**src/rtl/commu_pkg.sv**
```systemverilog
// commu_pkg: constants and types shared by the commu transmitter and receiver.
//   commu_state_e : receive framing states
//   DATA_BITS_DEF : default data bits per character
//   CNT_W         : width of the bit counter and the phase accumulator
package commu_pkg;

  typedef enum logic [2:0] {
    ST_IDLE,
    ST_START,
    ST_DATA,
    ST_STOP,
    ST_WAIT_HI
  } commu_state_e;

  localparam int DATA_BITS_DEF = 8;
  localparam int CNT_W         = 32;

endpackage

```
**src/rtl/commu_nco.sv**
```systemverilog
// commu_nco: phase-accumulator bit-tick generator.
//   clk_sys   : system clock
//   rst       : synchronous active-high reset (accumulator to 0)
//   fre       : bit rate in kbps
//   load_half : preset the accumulator to half a bit period
//   run       : advance the accumulator this cycle
//   tick      : combinational strobe, high on the cycle the phase wraps
module commu_nco
  import commu_pkg::*;
#(
  parameter int CLK_KHZ = 100000
) (
  input  logic        clk_sys,
  input  logic        rst,
  input  logic [15:0] fre,
  input  logic        load_half,
  input  logic        run,
  output logic        tick
);

  localparam logic [CNT_W:0]   CLK_FULL = (CNT_W+1)'(CLK_KHZ);
  localparam logic [CNT_W-1:0] CLK_HALF = CNT_W'(CLK_KHZ / 2);

  logic [CNT_W-1:0] acc_q, acc_d;
  logic [CNT_W:0]   sum;
  logic [CNT_W:0]   diff;

  // One extra bit on the sum so the compare can never overflow.
  assign sum  = {1'b0, acc_q} + {{(CNT_W+1-16){1'b0}}, fre};
  assign diff = sum - CLK_FULL;

  always_comb begin
    tick  = 1'b0;
    acc_d = acc_q;
    if (load_half) begin
      // Starting at half a period puts every later tick mid-bit.
      acc_d = CLK_HALF;
    end else if (run) begin
      if (sum >= CLK_FULL) begin
        tick  = 1'b1;
        acc_d = diff[CNT_W-1:0];
      end else begin
        acc_d = sum[CNT_W-1:0];
      end
    end
  end

  always_ff @(posedge clk_sys) begin
    if (rst) acc_q <= '0;
    else     acc_q <= acc_d;
  end

endmodule

```
**src/rtl/commu_rx.sv**
```systemverilog
// commu_rx: serial receive engine (start / DATA_BITS LSB-first / stop).
//   clk_sys   : system clock          rst       : sync active-high reset
//   rx        : async serial line     tbit_fre  : bit rate kbps (0 = off)
//   clr       : clear rx_total and err_total
//   rx_data   : last good byte        rx_vld    : one-cycle new-data strobe
//   rx_total  : data bits in good frames (wrapping)
//   err_total : framing errors (saturating)
//   now_recv  : registered "frame in progress"
module commu_rx
  import commu_pkg::*;
#(
  parameter int CLK_KHZ   = 100000,
  parameter int DATA_BITS = DATA_BITS_DEF
) (
  input  logic                 clk_sys,
  input  logic                 rst,
  input  logic                 rx,
  input  logic [15:0]          tbit_fre,
  input  logic                 clr,
  output logic [DATA_BITS-1:0] rx_data,
  output logic                 rx_vld,
  output logic [CNT_W-1:0]     rx_total,
  output logic [15:0]          err_total,
  output logic                 now_recv
);

  localparam int             IDX_W    = (DATA_BITS > 1) ? $clog2(DATA_BITS) : 1;
  localparam logic [IDX_W-1:0] IDX_LAST = IDX_W'(DATA_BITS - 1);

  commu_state_e         state_q, state_d;
  logic                 sync1_q, sync2_q, prev_q;
  logic [15:0]          fre_q, fre_d;
  logic [IDX_W-1:0]     idx_q, idx_d;
  logic [DATA_BITS-1:0] shift_q, shift_d;
  logic [DATA_BITS-1:0] rx_data_q, rx_data_d;
  logic                 rx_vld_q, rx_vld_d;
  logic [CNT_W-1:0]     total_q, total_d;
  logic [15:0]          err_q, err_d;
  logic                 now_recv_q;
  logic                 fall, load_half, run, tick;

  assign fall = prev_q & ~sync2_q;
  assign run  = (state_q != ST_IDLE);

  commu_nco #(.CLK_KHZ(CLK_KHZ)) u_nco (
    .clk_sys   (clk_sys),
    .rst       (rst),
    .fre       (fre_q),
    .load_half (load_half),
    .run       (run),
    .tick      (tick)
  );

  always_comb begin
    state_d   = state_q;
    fre_d     = fre_q;
    idx_d     = idx_q;
    shift_d   = shift_q;
    rx_data_d = rx_data_q;
    rx_vld_d  = 1'b0;
    total_d   = total_q;
    err_d     = err_q;
    load_half = 1'b0;
    case (state_q)
      ST_IDLE: begin
        if (fall && (tbit_fre != 16'd0)) begin
          state_d   = ST_START;
          fre_d     = tbit_fre;   // rate frozen for the whole frame
          load_half = 1'b1;
        end
      end
      ST_START: begin
        if (tick) begin
          // A line already back high mid-start-bit was only a glitch.
          if (!sync2_q) begin
            state_d = ST_DATA;
            idx_d   = '0;
          end else begin
            state_d = ST_IDLE;
          end
        end
      end
      ST_DATA: begin
        if (tick) begin
          shift_d[idx_q] = sync2_q;
          if (idx_q == IDX_LAST) state_d = ST_STOP;
          else                   idx_d   = idx_q + 1'b1;
        end
      end
      ST_STOP: begin
        if (tick) begin
          if (sync2_q) begin
            rx_data_d = shift_q;
            rx_vld_d  = 1'b1;
            total_d   = total_q + CNT_W'(DATA_BITS);
            state_d   = ST_IDLE;
          end else begin
            if (err_q != 16'hFFFF) err_d = err_q + 16'd1;
            state_d = ST_WAIT_HI;
          end
        end
      end
      ST_WAIT_HI: begin
        // Hold off until the line idles so a long break is not a new start.
        if (sync2_q) state_d = ST_IDLE;
      end
      default: state_d = ST_IDLE;
    endcase
    if (clr) begin
      total_d = '0;
      err_d   = '0;
    end
  end

  always_ff @(posedge clk_sys) begin
    if (rst) begin
      state_q    <= ST_IDLE;
      sync1_q    <= 1'b1;
      sync2_q    <= 1'b1;
      prev_q     <= 1'b1;
      fre_q      <= '0;
      idx_q      <= '0;
      shift_q    <= '0;
      rx_data_q  <= '0;
      rx_vld_q   <= 1'b0;
      total_q    <= '0;
      err_q      <= '0;
      now_recv_q <= 1'b0;
    end else begin
      state_q    <= state_d;
      sync1_q    <= rx;
      sync2_q    <= sync1_q;
      prev_q     <= sync2_q;
      fre_q      <= fre_d;
      idx_q      <= idx_d;
      shift_q    <= shift_d;
      rx_data_q  <= rx_data_d;
      rx_vld_q   <= rx_vld_d;
      total_q    <= total_d;
      err_q      <= err_d;
      now_recv_q <= (state_q != ST_IDLE);
    end
  end

  assign rx_data   = rx_data_q;
  assign rx_vld    = rx_vld_q;
  assign rx_total  = total_q;
  assign err_total = err_q;
  assign now_recv  = now_recv_q;

endmodule

```
**config.mk**
```make
export PLATFORM = sky130hd
export DESIGN_NAME = commu_rx
export DESIGN_NICKNAME = d
export VERILOG_FILES = /design/src/rtl/commu_pkg.sv /design/src/rtl/commu_nco.sv /design/src/rtl/commu_rx.sv
export SDC_FILE = /design/constraint.sdc
export NUM_CORES = 1
export LEC_CHECK = 0
export ABC_AREA = 1
export CAP_MARGIN = 30
export CELL_PAD_IN_SITES_DETAIL_PLACEMENT = 2
export CELL_PAD_IN_SITES_GLOBAL_PLACEMENT = 2
export CORE_ASPECT_RATIO = 1.5
export CORE_UTILIZATION = 28
export CTS_BUF_LIST = sky130_fd_sc_hd__clkbuf_16
export CTS_CLUSTER_DIAMETER = 50
export DETAILED_ROUTE_END_ITERATION = 8
export GPL_TIMING_DRIVEN = 0
export HOLD_SLACK_MARGIN = 0.12
export MAX_ROUTING_LAYER = met4
export PLACE_DENSITY_LB_ADDON = 0.1
export SLEW_MARGIN = 10
export SYNTH_ARGS = -nofsm -noshare
export SYNTH_HDL_FRONTEND = slang
export SYNTH_SLANG_ARGS = --single-unit
```
**constraint.sdc**
```tcl
create_clock -name clk_sys -period 2.98 [get_ports clk_sys]
set_input_delay 0.447 -clock clk_sys [delete_from_list [all_inputs] [get_ports clk_sys]]
set_output_delay 0.447 -clock clk_sys [all_outputs]
set_load 0.02 [all_outputs]
```
==> results.json <==
{
  "timing.rr.end": "rx_total[31]",
  "setup_ws_ns": -0.212,
  "cts_buffers": 17,
  "grt.overflow.total": 0,
  "synth_area_um2": 8620,
  "clkLatencyLatePin_ns": 0.44,
  "antenna_cells": 0,
  "grtUsageTotal_pct": 25.1,
  "ir_drop_mv": 0.436,
  "r2r_start": "fre_q[0]",
  "ant_nets": 0,
  "rsz0062_at_grt": "true",
  "highest_layer": "met4",
  "grt_start_max_net_pins": 17,
  "powerDensity_nw_per_um2": 736,
  "io_buffers": 73,
  "syn_avg_cell_area_um2": 6.07,
  "wirelength_um": 37200,
  "period_minus_slack_ns": 3.19,
  "post_drt_wl_per_cell_um": 18.9,
  "ff2ff_path_depth": 23,
  "hp-start": "sync1_q",
  "hold_depth": 1,
  "synth_top_flop_cell": "dfxtp_1",
  "wl_met3_um": 530,
  "path_cells": "ha_4 -> fa_2 -> nand3_2 -> nand3_4 -> nand2_4 -> nand2_8 -> xnor2_4 -> ha_4 -> inv_4 -> nand3_4 -> nand2_4 -> nand3_4 -> nand3_4 -> nand2_4 -> nand3_4 -> nor2_4 -> nand2_4 -> buf_12 -> nand2_8 -> inv_8 -> buf_8 -> nand2_1 -> a21oi_1",
  "cpMostUsedCell": "nand3_4",
  "fin_crit_sh_pct": 107,
  "nFillCells": 3652,
  "start_util_pct": 28.5,
  "fin_nets": 1601,
  "synth-edff-count": 0,
  "numClockSinks": 120,
  "dr.pass1.iters": 4,
  "dp_hpwl_um": 29100,
  "rows": 78,
  "antenna_found_initial": 0,
  "met2_length_um": 20900,
  "finalNonFillerCells": 1969,
  "status": "finished with violations",
  "yosysWarnings": 0,
  "vias": 9850,
  "final_common_cell": "nand2_1",
  "reg2reg_slack_ns": -0.21,
  "met1_length_um": 14500,
  "min_to": "sync2_q",
  "grt_pass1_vias": 10900,
  "ys_types": 46,
  "worst-path-max-fanout": 10,
  "synth.ff_latch_count": 120,
  "die_x_um": 145,
  "via_per_inst": 5.00,
  "crit_path_start": "fre_q[0]",
  "worst_setup_path_end_kind": "flop",
  "finalHoldViolCount": 0,
  "cpPeakStageDelay_ns": 0.36,
  "setup_tns_ns": -11.78,
  "placed_cells": 1894,
  "violations": "setup timing",
  "clk_pin_slew_ns": 0.06,
  "synth_cells": 1419,
  "cts-root-buf": "clkbuf_16",
  "cp_data_required_time_ns": 3.26,
  "skew_ns": 0.00972,
  "p_leak_nw": 4.88,
  "crit_arrival_ns": 3.47,
  "relSlewSlack_pct": 48.1,
  "path_class": "reg2reg",
  "setup-violations-final": 94,
  "cts_tree": "yes",
  "drv_cap": 0,
  "grt_pass1_wl_um": 59400,
  "final_cell_mix": "nand2_1 (371), inv_1 (171), nor2_1 (110)",
  "cts_buffer_depth": 2,
  "maxSlewViolCount": 0,
  "ys_seq_area_share_pct": 27.9,
  "drc_errors": 0,
  "fmax_mhz": 313,
  "synthArstFlopShare_pct": 0,
  "htree_levels": 4,
  "hold_class": "reg2reg",
  "drt_iter0_drc": 162,
  "globalplace.congestion": 0.832,
  "worst_pin_slew_ns": 0.778,
  "ios": 78,
  "core_area_um2": 30300,
  "cpMaxStageDelayCell": "fa_2",
  "drive_above_1_share_pct": 21.5,
  "die_area_um2": 31500,
  "area.growth.synth_to_final_pct": 37.5,
  "start_kind": "flop",
  "dieHeight_um": 217
}
cell usage after synthesis, types with 7 or more instances:
cell type,instances,share of area [%]
nand2_1,423,18
inv_1,173,7.5
nor2_1,137,6.0
dfxtp_1,120,28
nand3_1,118,6.9
a21oi_1,102,5.9
o21ai_0,56,3.3
nand4_1,34,2.5
xor2_1,33,3.4
nor3_1,27,1.6
ha_1,21,3.0
clkbuf_1,20,0.87
nand2_2,17,1.2
nor2_2,15,1.1
xnor2_1,13,1.3
nor4_1,12,0.87
inv_2,11,0.48
o21ai_1,10,0.58
buf_2,8,0.46
buf_4,7,0.61
through the flow:
stage               instance area, µm²  worst slack [ns]  hold slack [ns]  total power [mW]  util (%)
finish                           11900            -0.212            0.419              8.72      39.2
global route                     11900            -0.392            0.437              9.29      39.2
CTS                              11700            -0.181            0.416              8.67      38.7
detailed placement                9920            -0.858            0.412              5.54      32.8
global placement                  9920            -0.862            0.411              5.44      32.8
floorplan                         8690           0.00790            0.389              4.41         -
repair_timing:
item	CTS	global route
setup endpoints to repair	95	95
cloned	2	0
gates resized for setup	231	31
setup buffers	41	4
pin swaps	41	12
hold buffers	0	0
worst max-delay path: cells and delay by family (launching register included):
family | cells | cell delay, ns
buffers and inverters | 4 | 0.40
AND/OR/NAND/NOR | 14 | 1.29
XOR/XNOR | 1 | 0.23
adder cells (fa/ha/maj) | 3 | 0.70
flip-flops | 1 | 0.34
AO/OA/AOI/OAI | 1 | 0.06
sequential cells by signal, indices dropped and copies added, names as in the netlist, 3 cells and up:
name / flops
rx_data: 8
fre_q: 16
shift_q: 8
u_nco.acc_q: 32
state_q: 3
rx_total: 29
idx_q: 3
err_total: 16
worst max path at each step:
stage	end	cells after the start
after global routing	rx_total[8]	24
final	rx_total[31]	23
after CTS	rx_total[20]	22
after detailed placement	rx_data[7]	19
after floorplan	err_total[7]	23
after global placement	rx_data[5]	19
final cells by class:
type / instances / area, µm² / share of cell area (%)
repair buffers: 120 / 1150 / 9.74
flip-flops and latches: 120 / 2430 / 20.5
plain buffers: 37 / 290 / 2.45
clock buffers: 17 / 425 / 3.59
well taps: 400 / 500 / 4.22
multi-input cells: 1074 / 6210 / 52.4
clock inverters: 12 / 115 / 0.971
inverters: 189 / 724 / 6.11
power by group:
| group | switching [mW] | internal, mW | total [mW] |
|---|---|---|---|
| clock | 0.807 | 1.20 | 2.01 |
| combinational | 2.90 | 1.77 | 4.66 |
| sequential | 0.263 | 1.79 | 2.05 |
logic make-up after synthesis:
kind of cell	count (synthesis)	synth area share, %
flip-flops	120	27.9
AO/OA/AOI/OAI	187	11.4
XOR/XNOR	46	4.67
AND/OR/NAND/NOR	816	42.2
buffers and inverters	227	10.6
other	1	0.0435
adder cells (fa/ha/maj)	22	3.28
per-layer routing:
layer  vias up  global-route usage (%)
li1       4827                       -
met1      4854                    24.7
met2       107                    49.4
met3        62                    2.56
met4         0                    10.7
met5         -                       -
(Power assumes the default switching activity.)
